## src/rtl/div_seq_restoring_pkg.sv

```systemverilog
// Shared definitions for the sequential restoring divider: FSM encodings
// and the quotient pattern reported on a divide-by-zero.
package div_seq_restoring_pkg;

    typedef enum logic [1:0] {
        S_IDLE    = 2'd0,
        S_CALC    = 2'd1,
        S_DONE    = 2'd2,
        S_ILLEGAL = 2'd3
    } state_t;

    // Truncated to the operand width at the point of use, so any WIDTH gets all ones.
    localparam logic [63:0] DIV_ZERO_QUOTIENT = '1;

endpackage

```

## src/rtl/div_seq_restoring_if.sv

```systemverilog
// Start/done handshake and operand/result bundle shared by the divider and
// the ALU sequencer that drives it.
interface div_seq_restoring_if #(
    parameter int WIDTH = 8
);
    logic             St;
    logic [WIDTH-1:0] dividend;
    logic [WIDTH-1:0] divisor;
    logic [WIDTH-1:0] quotient;
    logic [WIDTH-1:0] remainder;
    logic             busy;
    logic             done;
    logic             div_zero;

    modport master (
        output St, dividend, divisor,
        input  quotient, remainder, busy, done, div_zero
    );

    modport slave (
        input  St, dividend, divisor,
        output quotient, remainder, busy, done, div_zero
    );
endinterface

```

## src/rtl/div_seq_restoring_step.sv

```systemverilog
// One combinational restoring-division step: shift {R,Q} left, trial-subtract
// the divisor, and keep the difference only when it did not go negative.
module div_seq_restoring_step #(
    parameter int WIDTH = 8
) (
    input  logic [WIDTH:0]   r,
    input  logic [WIDTH-1:0] q,
    input  logic [WIDTH-1:0] d,
    output logic [WIDTH:0]   r_next,
    output logic [WIDTH-1:0] q_next
);
    logic [WIDTH:0] rs;
    logic [WIDTH:0] trial;

    // R stays below D between steps, so its MSB is always zero before the shift.
    logic unused_r_msb;
    assign unused_r_msb = r[WIDTH];

    always_comb begin
        rs     = {r[WIDTH-1:0], q[WIDTH-1]};
        trial  = rs - {1'b0, d};
        r_next = trial[WIDTH] ? rs : trial;
        q_next = {q[WIDTH-2:0], ~trial[WIDTH]};
    end
endmodule

```

## src/rtl/div_seq_restoring.sv

```systemverilog
// Sequential unsigned restoring divider, one quotient bit per clock, driven
// through the same St/done handshake as the shift-add multiplier.
module div_seq_restoring
    import div_seq_restoring_pkg::*;
#(
    parameter int WIDTH = 8
) (
    input  logic               clk,
    input  logic               rst_n,
    div_seq_restoring_if.slave bus
);
    localparam int             CW         = $clog2(WIDTH);
    localparam logic [CW-1:0]  COUNT_INIT = CW'(WIDTH - 1);

    state_t           state;
    logic [WIDTH:0]   r_reg;
    logic [WIDTH-1:0] q_reg;
    logic [WIDTH-1:0] d_reg;
    logic [CW-1:0]    count;
    logic [WIDTH-1:0] quotient_reg;
    logic [WIDTH-1:0] remainder_reg;
    logic             busy_reg;
    logic             done_reg;
    logic             div_zero_reg;

    logic [WIDTH:0]   r_next;
    logic [WIDTH-1:0] q_next;

    div_seq_restoring_step #(.WIDTH(WIDTH)) step (
        .r      (r_reg),
        .q      (q_reg),
        .d      (d_reg),
        .r_next (r_next),
        .q_next (q_next)
    );

    // busy/done are registered alongside the state so they are a clean decode of it.
    always_ff @(posedge clk) begin
        if (!rst_n) begin
            state         <= S_IDLE;
            r_reg         <= '0;
            q_reg         <= '0;
            d_reg         <= '0;
            count         <= '0;
            quotient_reg  <= '0;
            remainder_reg <= '0;
            busy_reg      <= 1'b0;
            done_reg      <= 1'b0;
            div_zero_reg  <= 1'b0;
        end else begin
            case (state)
                S_IDLE: begin
                    if (bus.St) begin
                        if (bus.divisor != '0) begin
                            r_reg        <= '0;
                            q_reg        <= bus.dividend;
                            d_reg        <= bus.divisor;
                            count        <= COUNT_INIT;
                            div_zero_reg <= 1'b0;
                            busy_reg     <= 1'b1;
                            done_reg     <= 1'b0;
                            state        <= S_CALC;
                        end else begin
                            quotient_reg  <= WIDTH'(DIV_ZERO_QUOTIENT);
                            remainder_reg <= bus.dividend;
                            div_zero_reg  <= 1'b1;
                            busy_reg      <= 1'b0;
                            done_reg      <= 1'b1;
                            state         <= S_DONE;
                        end
                    end
                end
                S_CALC: begin
                    r_reg <= r_next;
                    q_reg <= q_next;
                    if (count == '0) begin
                        quotient_reg  <= q_next;
                        remainder_reg <= r_next[WIDTH-1:0];
                        busy_reg      <= 1'b0;
                        done_reg      <= 1'b1;
                        state         <= S_DONE;
                    end else begin
                        count <= count - CW'(1);
                    end
                end
                S_DONE: begin
                    // Holding St here parks the unit; it needs a low cycle to re-arm.
                    if (!bus.St) begin
                        done_reg     <= 1'b0;
                        div_zero_reg <= 1'b0;
                        state        <= S_IDLE;
                    end
                end
                default: begin
                    busy_reg     <= 1'b0;
                    done_reg     <= 1'b0;
                    div_zero_reg <= 1'b0;
                    state        <= S_IDLE;
                end
            endcase
        end
    end

    assign bus.quotient  = quotient_reg;
    assign bus.remainder = remainder_reg;
    assign bus.busy      = busy_reg;
    assign bus.done      = done_reg;
    assign bus.div_zero  = div_zero_reg;
endmodule

```

## src/flat_wrapper.sv

```systemverilog
// flat-port wrapper written by rule: the top's interface ports become plain ports
module div_seq_restoring_flat import div_seq_restoring_pkg::*;
#(
    parameter int WIDTH = 8
)
  (clk, rst_n, bus_St, bus_dividend, bus_divisor, bus_quotient, bus_remainder, bus_busy, bus_done, bus_div_zero);
  div_seq_restoring_if #(.WIDTH(WIDTH)) bus_i ();
  input  logic clk;
  input  logic rst_n;
  input wire logic [$bits(bus_i.St)-1:0] bus_St;
  input wire logic [$bits(bus_i.dividend)-1:0] bus_dividend;
  input wire logic [$bits(bus_i.divisor)-1:0] bus_divisor;
  output wire logic [$bits(bus_i.quotient)-1:0] bus_quotient;
  output wire logic [$bits(bus_i.remainder)-1:0] bus_remainder;
  output wire logic [$bits(bus_i.busy)-1:0] bus_busy;
  output wire logic [$bits(bus_i.done)-1:0] bus_done;
  output wire logic [$bits(bus_i.div_zero)-1:0] bus_div_zero;
  assign bus_i.St = bus_St;
  assign bus_i.dividend = bus_dividend;
  assign bus_i.divisor = bus_divisor;
  assign bus_quotient = bus_i.quotient;
  assign bus_remainder = bus_i.remainder;
  assign bus_busy = bus_i.busy;
  assign bus_done = bus_i.done;
  assign bus_div_zero = bus_i.div_zero;
  div_seq_restoring #(.WIDTH(WIDTH)) u_core (.clk(clk), .rst_n(rst_n), .bus(bus_i));
endmodule
```

## config.mk

```make
export PLATFORM = sky130hd
export DESIGN_NAME = div_seq_restoring_flat
export DESIGN_NICKNAME = d
export VERILOG_FILES = /design/src/rtl/div_seq_restoring_pkg.sv /design/src/rtl/div_seq_restoring_if.sv /design/src/rtl/div_seq_restoring_step.sv /design/src/rtl/div_seq_restoring.sv /design/src/flat_wrapper.sv
export SDC_FILE = /design/constraint.sdc
export NUM_CORES = 1
export LEC_CHECK = 0
export BUFFER_PORTS_ARGS = -buffer_cell sky130_fd_sc_hd__buf_2
export CAP_MARGIN = 20
export CORE_MARGIN = 3
export CORE_UTILIZATION = 60
export CTS_CLUSTER_DIAMETER = 120
export DETAILED_ROUTE_END_ITERATION = 10
export HOLD_SLACK_MARGIN = 0.05
export PLACE_DENSITY = 0.83
export SLEW_MARGIN = 20
export SYNTH_ARGS = -nofsm -noshare
export SYNTH_HDL_FRONTEND = slang
export SYNTH_SLANG_ARGS = --single-unit
```

## constraint.sdc

```tcl
create_clock -name clk -period 4.5 [get_ports clk]
set_clock_uncertainty 0.2 [all_clocks]
set_input_delay 0.9 -clock clk [delete_from_list [all_inputs] [get_ports clk]]
set_output_delay 0.9 -clock clk [all_outputs]
set_load 0.01 [all_outputs]
```

==> impl_results.md, run 1 <==
- Main synth FF type: dfxtp_1
- CTS resizes: 0
- Number of global-route vias before repair: between 1,500 and 2,000
- Initial antenna violation count: 0
- Synth async-reset ratio: 0
- Post-CTS setup buffer count: 0
- Clock Root Buffer: clkbuf_8
- Vias: 2,146
- PortBufs: 37
- Final nets: 353
- Via density per instance: 5.74
- Cell area after synthesis: 2540 µm²
- Core area: between 4000 and 5000 µm²
- Slew HR: 0.376
- Gate Count Post-Synth: 294
- Status: finished clean
- Residual DRC count: 0
- Total power: 1.19 mW
- TritonCTS buffer count: 5
- Initial Util: 0.630
- Fillers: 348
- Util after Layout: 0.691
- Count leader, synth: dfxtp_1
- Area contributors post-synth: dfxtp_1, ha_1, nand2_1, a31oi_1, a21oi_1
- Crit path required time: 4470 ps
- Crit Path Max Fanout: 4
- FF-to-FF Start: u_core.q_reg[7]
- Yosys top cell by area: dfxtp_1
- First-pass GRT wire length: 9040 µm
- Pin count of the biggest net entering global routing: 50
- Syn avg cell area: 8.63 µm²
- Critical path's slowest cell: fa_1
- Slew Viols, Final: 0
- Post-synth top cells: dfxtp_1, nand2_1, nor2_1, a21oi_1, o21ai_0
- N_diodes: 0
- Worst skew pair latency: 290 ps
- Area share of the largest cell type after synthesis: 0.371
- Clock sink count: 47
- Ratio of cells with drive above 1 in the final layout: 0.207
- Overall die width: 71.0 µm
- # IOs: 38
- DR WL/cell: 14.2 µm
- Hold_sp: u_core.count[2]
- Register area share after synthesis: 0.371
- Yosys warns: 0
- Multi-input gate area: 1450 µm²
- CP arrival: roughly 2700 ps
- Hold WC Path Type: flip-flop to flip-flop
- Post-synth EDFFs: 0
- Slew of the pin with the lowest slew margin: 932 ps
- Max cap viols: 0
- CTS clock-pin slew for the worst setup and hold paths: 90 ps
- Maximum clock frequency: 368 MHz
- Post-route ant nets: 0
- Setup_tns: 0 ps
- Setup crit end kind: flip-flop
- Global-route usage over all layers: 0.219
- CP startpoint: u_core.q_reg[7]
- P_leak: 1.17 nW
- Critical setup path kind: flip-flop to flip-flop
- Gpl congestion: roughly 0.89
- Clock buffer depth: 2
- Hold_buf cts: 0
- Total nets after synthesis: 324
- Startpoint Class: flip-flop
- DPL Wire Length: 3900 µm
- Reg-to-reg slack, setup: 1780 ps
- Final hold violation count: 0
- Die Y: 71.0 µm
- Total gr overflow: 0
- Num rows: 23
- H-Tree Depth: 2
- First DRT Iteration DRCs: ~100
- Register area: 941 µm²
- Worst-path cell chain: inv_1, ha_1, inv_1, fa_1, a211oi_2, nor3_4, mux2i_2, a211oi_1, a31oi_1, a31oi_1
- Minimum clock period: roughly 2700 ps
- Part of the cycle the worst path needs: 0.604
- Worst VDD drop: about 0.26 mV
- Setup Viol. Count Final: 0
- Crit path largest cell delay: 440 ps
- CTS tree: built
- Final wirelength: approximately 5300 µm
- Synth Register Bits: 47
- Unrepaired setup endpoints after global routing: no
- Die area: 5050 µm²
- Library cells used by synthesis: between 50 and 60
- Synth-to-layout area growth: 9.66%
- Drt pass-1 iters: 4
- Power Dens Cells: 429 nW/µm²
[worst max-delay path: cells and delay by family (launching register included)]
kind,cells,cell delay [ps]
AO/OA/AOI/OAI,4,880
adder cells (fa/ha/maj),2,590
flip-flops,1,340
multiplexers,1,340
buffers and inverters,2,120
AND/OR/NAND/NOR,1,100
[where the power goes]
part / internal, mW / total (mW) / switching [mW]
logic: 0.181 / 0.449 / 0.268
registers: 0.467 / 0.500 / 0.0334
clock network: 0.107 / 0.246 / 0.140
total: 0.754 / 1.19 / 0.441
[cell families (layout without fill, tap and decap cells)]
group | count (synthesis) | count (layout) | share of synthesized area
compound gates | 88 | 88 | 0.246
xor+xnor | 4 | 4 | 0.0138
fa+ha+maj | 11 | 11 | 0.0572
buf+inv | 30 | 60 | 0.0591
flops | 47 | 47 | 0.371
mux | 4 | 4 | 0.0192
simple gates | 110 | 110 | 0.234
[per-layer routing]
metal,share of wire,GRT usage,routed length [µm],vias to the layer above
li1,-,-,-,1100
met3,0.033,0.0327,174,6
met5,0,0,0,-
met4,0.016,0.0877,85,0
met2,0.49,0.354,2600,43
met1,0.46,0.294,2470,997
[per-stage QoR]
stage,hold WS (ps),area [µm²],std cells,worst slack (ps)
finish,281,2780,374,1780
global route,319,2780,374,1580
CTS,281,2780,374,1770
detailed placement,269,2700,366,1800
global placement,262,2700,366,1850
floorplan,244,2540,294,2090
[cell usage in the layout (no fill, tap or decap), types with 8 or more instances in the layout]
cell	n
nor3_1	9
nand2_1	31
inv_1	13
o211a_1	8
nand3_1	10
a31oi_1	15
o21ai_0	16
buf_2	37
nor2_1	20
dfxtp_1	47
a21oi_1	17
nor2b_1	11
ha_1	10
[area by class of cell]
cell class                 instances  share of cell area
clock buffer                       5              0.0247
inverter                          13              0.0175
clock inverter                     3             0.00539
tap                               50              0.0225
timing repair buffer              39              0.0719
sequential                        47               0.338
multi-input combinational        217               0.520
[path summary, 6_finish.rpt]
path	to	depth (start not counted)
hold reg to reg	u_core.count[2]	2
setup reg to reg	u_core.bus.remainder[4]	10
hold / removal	u_core.count[2]	2
setup / recovery	u_core.bus.remainder[4]	10
Power figures use the tool's default switching activity.
==> run 2, diff against run 1 <==
- CORE_UTILIZATION: 60 -> 57
- PLACE_DENSITY: 0.83 -> 0.8
- clock period: 4.5 -> 2.55 ns (I/O delays scaled with it)
==> impl_results.md, run 2 (same netlist as run 1, synthesis figures left out) <==
- Die Y: 72.7 µm (+2.4%)
- P_leak: 1.22 nW (+3.7%)
- Residual DRC count: 0 (unchanged)
- FF-to-FF Start: u_core.q_reg[7]
- Final hold violation count: 0 (unchanged)
- Startpoint Class: flip-flop
- TritonCTS buffer count: 5 (unchanged)
- Worst hold path cell count: 3 (+1)
- Die area: 5290 µm² (+4.8%)
- CTS clock-pin slew for the worst setup and hold paths: 100 ps (about the same)
- Worst VDD drop: 0.561 mV (+120%)
- Commonest non-fill, non-tap cell in the layout: dfxtp_1
- Gpl congestion: 0.921 (+3.1%)
- Drt pass-1 iters: 4 (unchanged)
- CTS tree: built
- Vias: 2,185 (+1.8%)
- Initial Util: 0.613 (-0.0175)
- Setup crit end kind: flip-flop
- CP startpoint: u_core.q_reg[7]
- H-Tree Depth: 2 (unchanged)
- Global-route usage over all layers: 0.226 (+0.00733)
- Overall die width: 72.7 µm (+2.4%)
- Slew Viols, Final: 0 (unchanged)
- CP arrival: 2450 ps (-240 ps)
- Util after Layout: 0.700 (+0.00919)
- First DRT Iteration DRCs: 131 (+30%)
- Status: finished clean
- Total gr overflow: 0 (unchanged)
- Final wirelength: 5700 µm (+7.0%)
- Num rows: 23 (unchanged)
- Part of the cycle the worst path needs: 0.942 (+0.338)
- Final nets: 360 (+2.0%)
- First-pass GRT wire length: 9400 µm (+4.0%)
- Crit Path Max Fanout: 3 (-1)
- DR WL/cell: 15.0 µm (+5.0%)
- # IOs: 38 (unchanged)
- Number of global-route vias before repair: 1,985 (+0.20%)
- Via density per instance: 5.73 (about the same)
- Hold WC Path Type: input pin to flip-flop
- Setup_tns: 0 ps (unchanged)
- Worst skew pair latency: 310 ps (+20 ps)
- Commonest cells after routing, fill and taps aside: dfxtp_1, buf_2, nand2_1
- N_diodes: 0 (unchanged)
- Initial antenna violation count: 0 (unchanged)
- Max cap viols: 0 (unchanged)
- Clock buffer depth: 2 (unchanged)
- Setup Viol. Count Final: 0 (unchanged)
- Power Dens Cells: 787 nW/µm² (+83%)
- Slew HR: 0.337 (-0.0386)
- DPL Wire Length: 4220 µm (+8.2%)
- Core area: 4140 µm² (+2.9%)
- Hold_buf cts: 0 (unchanged)
- Hold_sp: bus_divisor[1]
- Slew of the pin with the lowest slew margin: 990 ps (+57.7 ps)
- Critical setup path kind: flip-flop to flip-flop
- Crit path required time: 2590 ps (-1880 ps)
- Unrepaired setup endpoints after global routing: no
- Clock Root Buffer: clkbuf_8
- Post-route ant nets: 0 (unchanged)
- Clock sink count: 47 (unchanged)
- Maximum clock frequency: 416 MHz (+13%)
- PortBufs: 37 (unchanged)
- Reg2Reg Depth: 11 (+1)
- Synth-to-layout area growth: 14.3%
- Pin count of the biggest net entering global routing: 24 (-52%)
- Minimum clock period: 2400 ps (-316 ps)
- Ratio of cells with drive above 1 in the final layout: 0.242 (+0.0349)
==> run 2: where the power goes <==
group	internal [mW]	switching, mW	total (mW)
registers	0.824	0.0625	0.887
clock network	0.296	0.269	0.564
logic	0.348	0.486	0.834
total	1.47	0.817	2.28
==> run 2: cell type report <==
class / count / area, µm²
clock buffers: 5 / 68.8
well taps: 50 / 62.6
flip-flops and latches: 47 / 943
multi-input cells: 217 / 1480
fillers: 364 / 1240
clock inverters: 3 / 46.3
repair buffers: 46 / 253
inverters: 13 / 48.8
==> run 2: final timing paths <==
kind              slack (ps)                      end
hold reg to reg          290          u_core.count[2]
hold / removal           290          u_core.d_reg[1]
setup / recovery         150  u_core.bus.remainder[6]
setup reg to reg         150  u_core.bus.remainder[6]
==> run 2: metrics by stage <==
| stage | cell area [µm²] | total power, mW | worst slack, ps | cells | hold slack, ps |
|---|---|---|---|---|---|
| after global routing | 2900 | 2.42 | 2.18 | 381 | 297 |
| after global placement | 2750 | 1.69 | 109 | 372 | 262 |
| final | 2900 | 2.28 | 148 | 381 | 290 |
| after CTS | 2870 | 2.27 | 30.1 | 380 | 287 |
| after floorplan | 2540 | 1.52 | 154 | 294 | 244 |
| after detailed placement | 2750 | 1.71 | 55.1 | 372 | 268 |
==> run 2: timing repair <==
action / in CTS / in global routing
cloned: 0 / 0
hold endpoints to repair: 0 / 0
setup buffers: 0 / 1
setup endpoints to repair: 1 / 16
pin swaps: 0 / 4
gates resized for setup: 1 / 8
==> run 2: per-layer routing <==
layer / vias up / GRT usage / wire, µm
met5: - / 0 / 0
met4: 0 / 0.0697 / 106
met3: 13 / 0.0592 / 228
met2: 40 / 0.351 / 2680
met1: 1011 / 0.310 / 2690
li1: 1121 / - / -
==> run 2: critical path: stages (launching register included) <==
cell	delay (ps)
dfxtp_2	350
inv_2	60
ha_4	120
inv_2	30
fa_2	370
a211oi_4	300
buf_4	160
o21bai_1	70
a21oi_1	160
xor2_1	90
o31a_1	270
a31oi_1	150
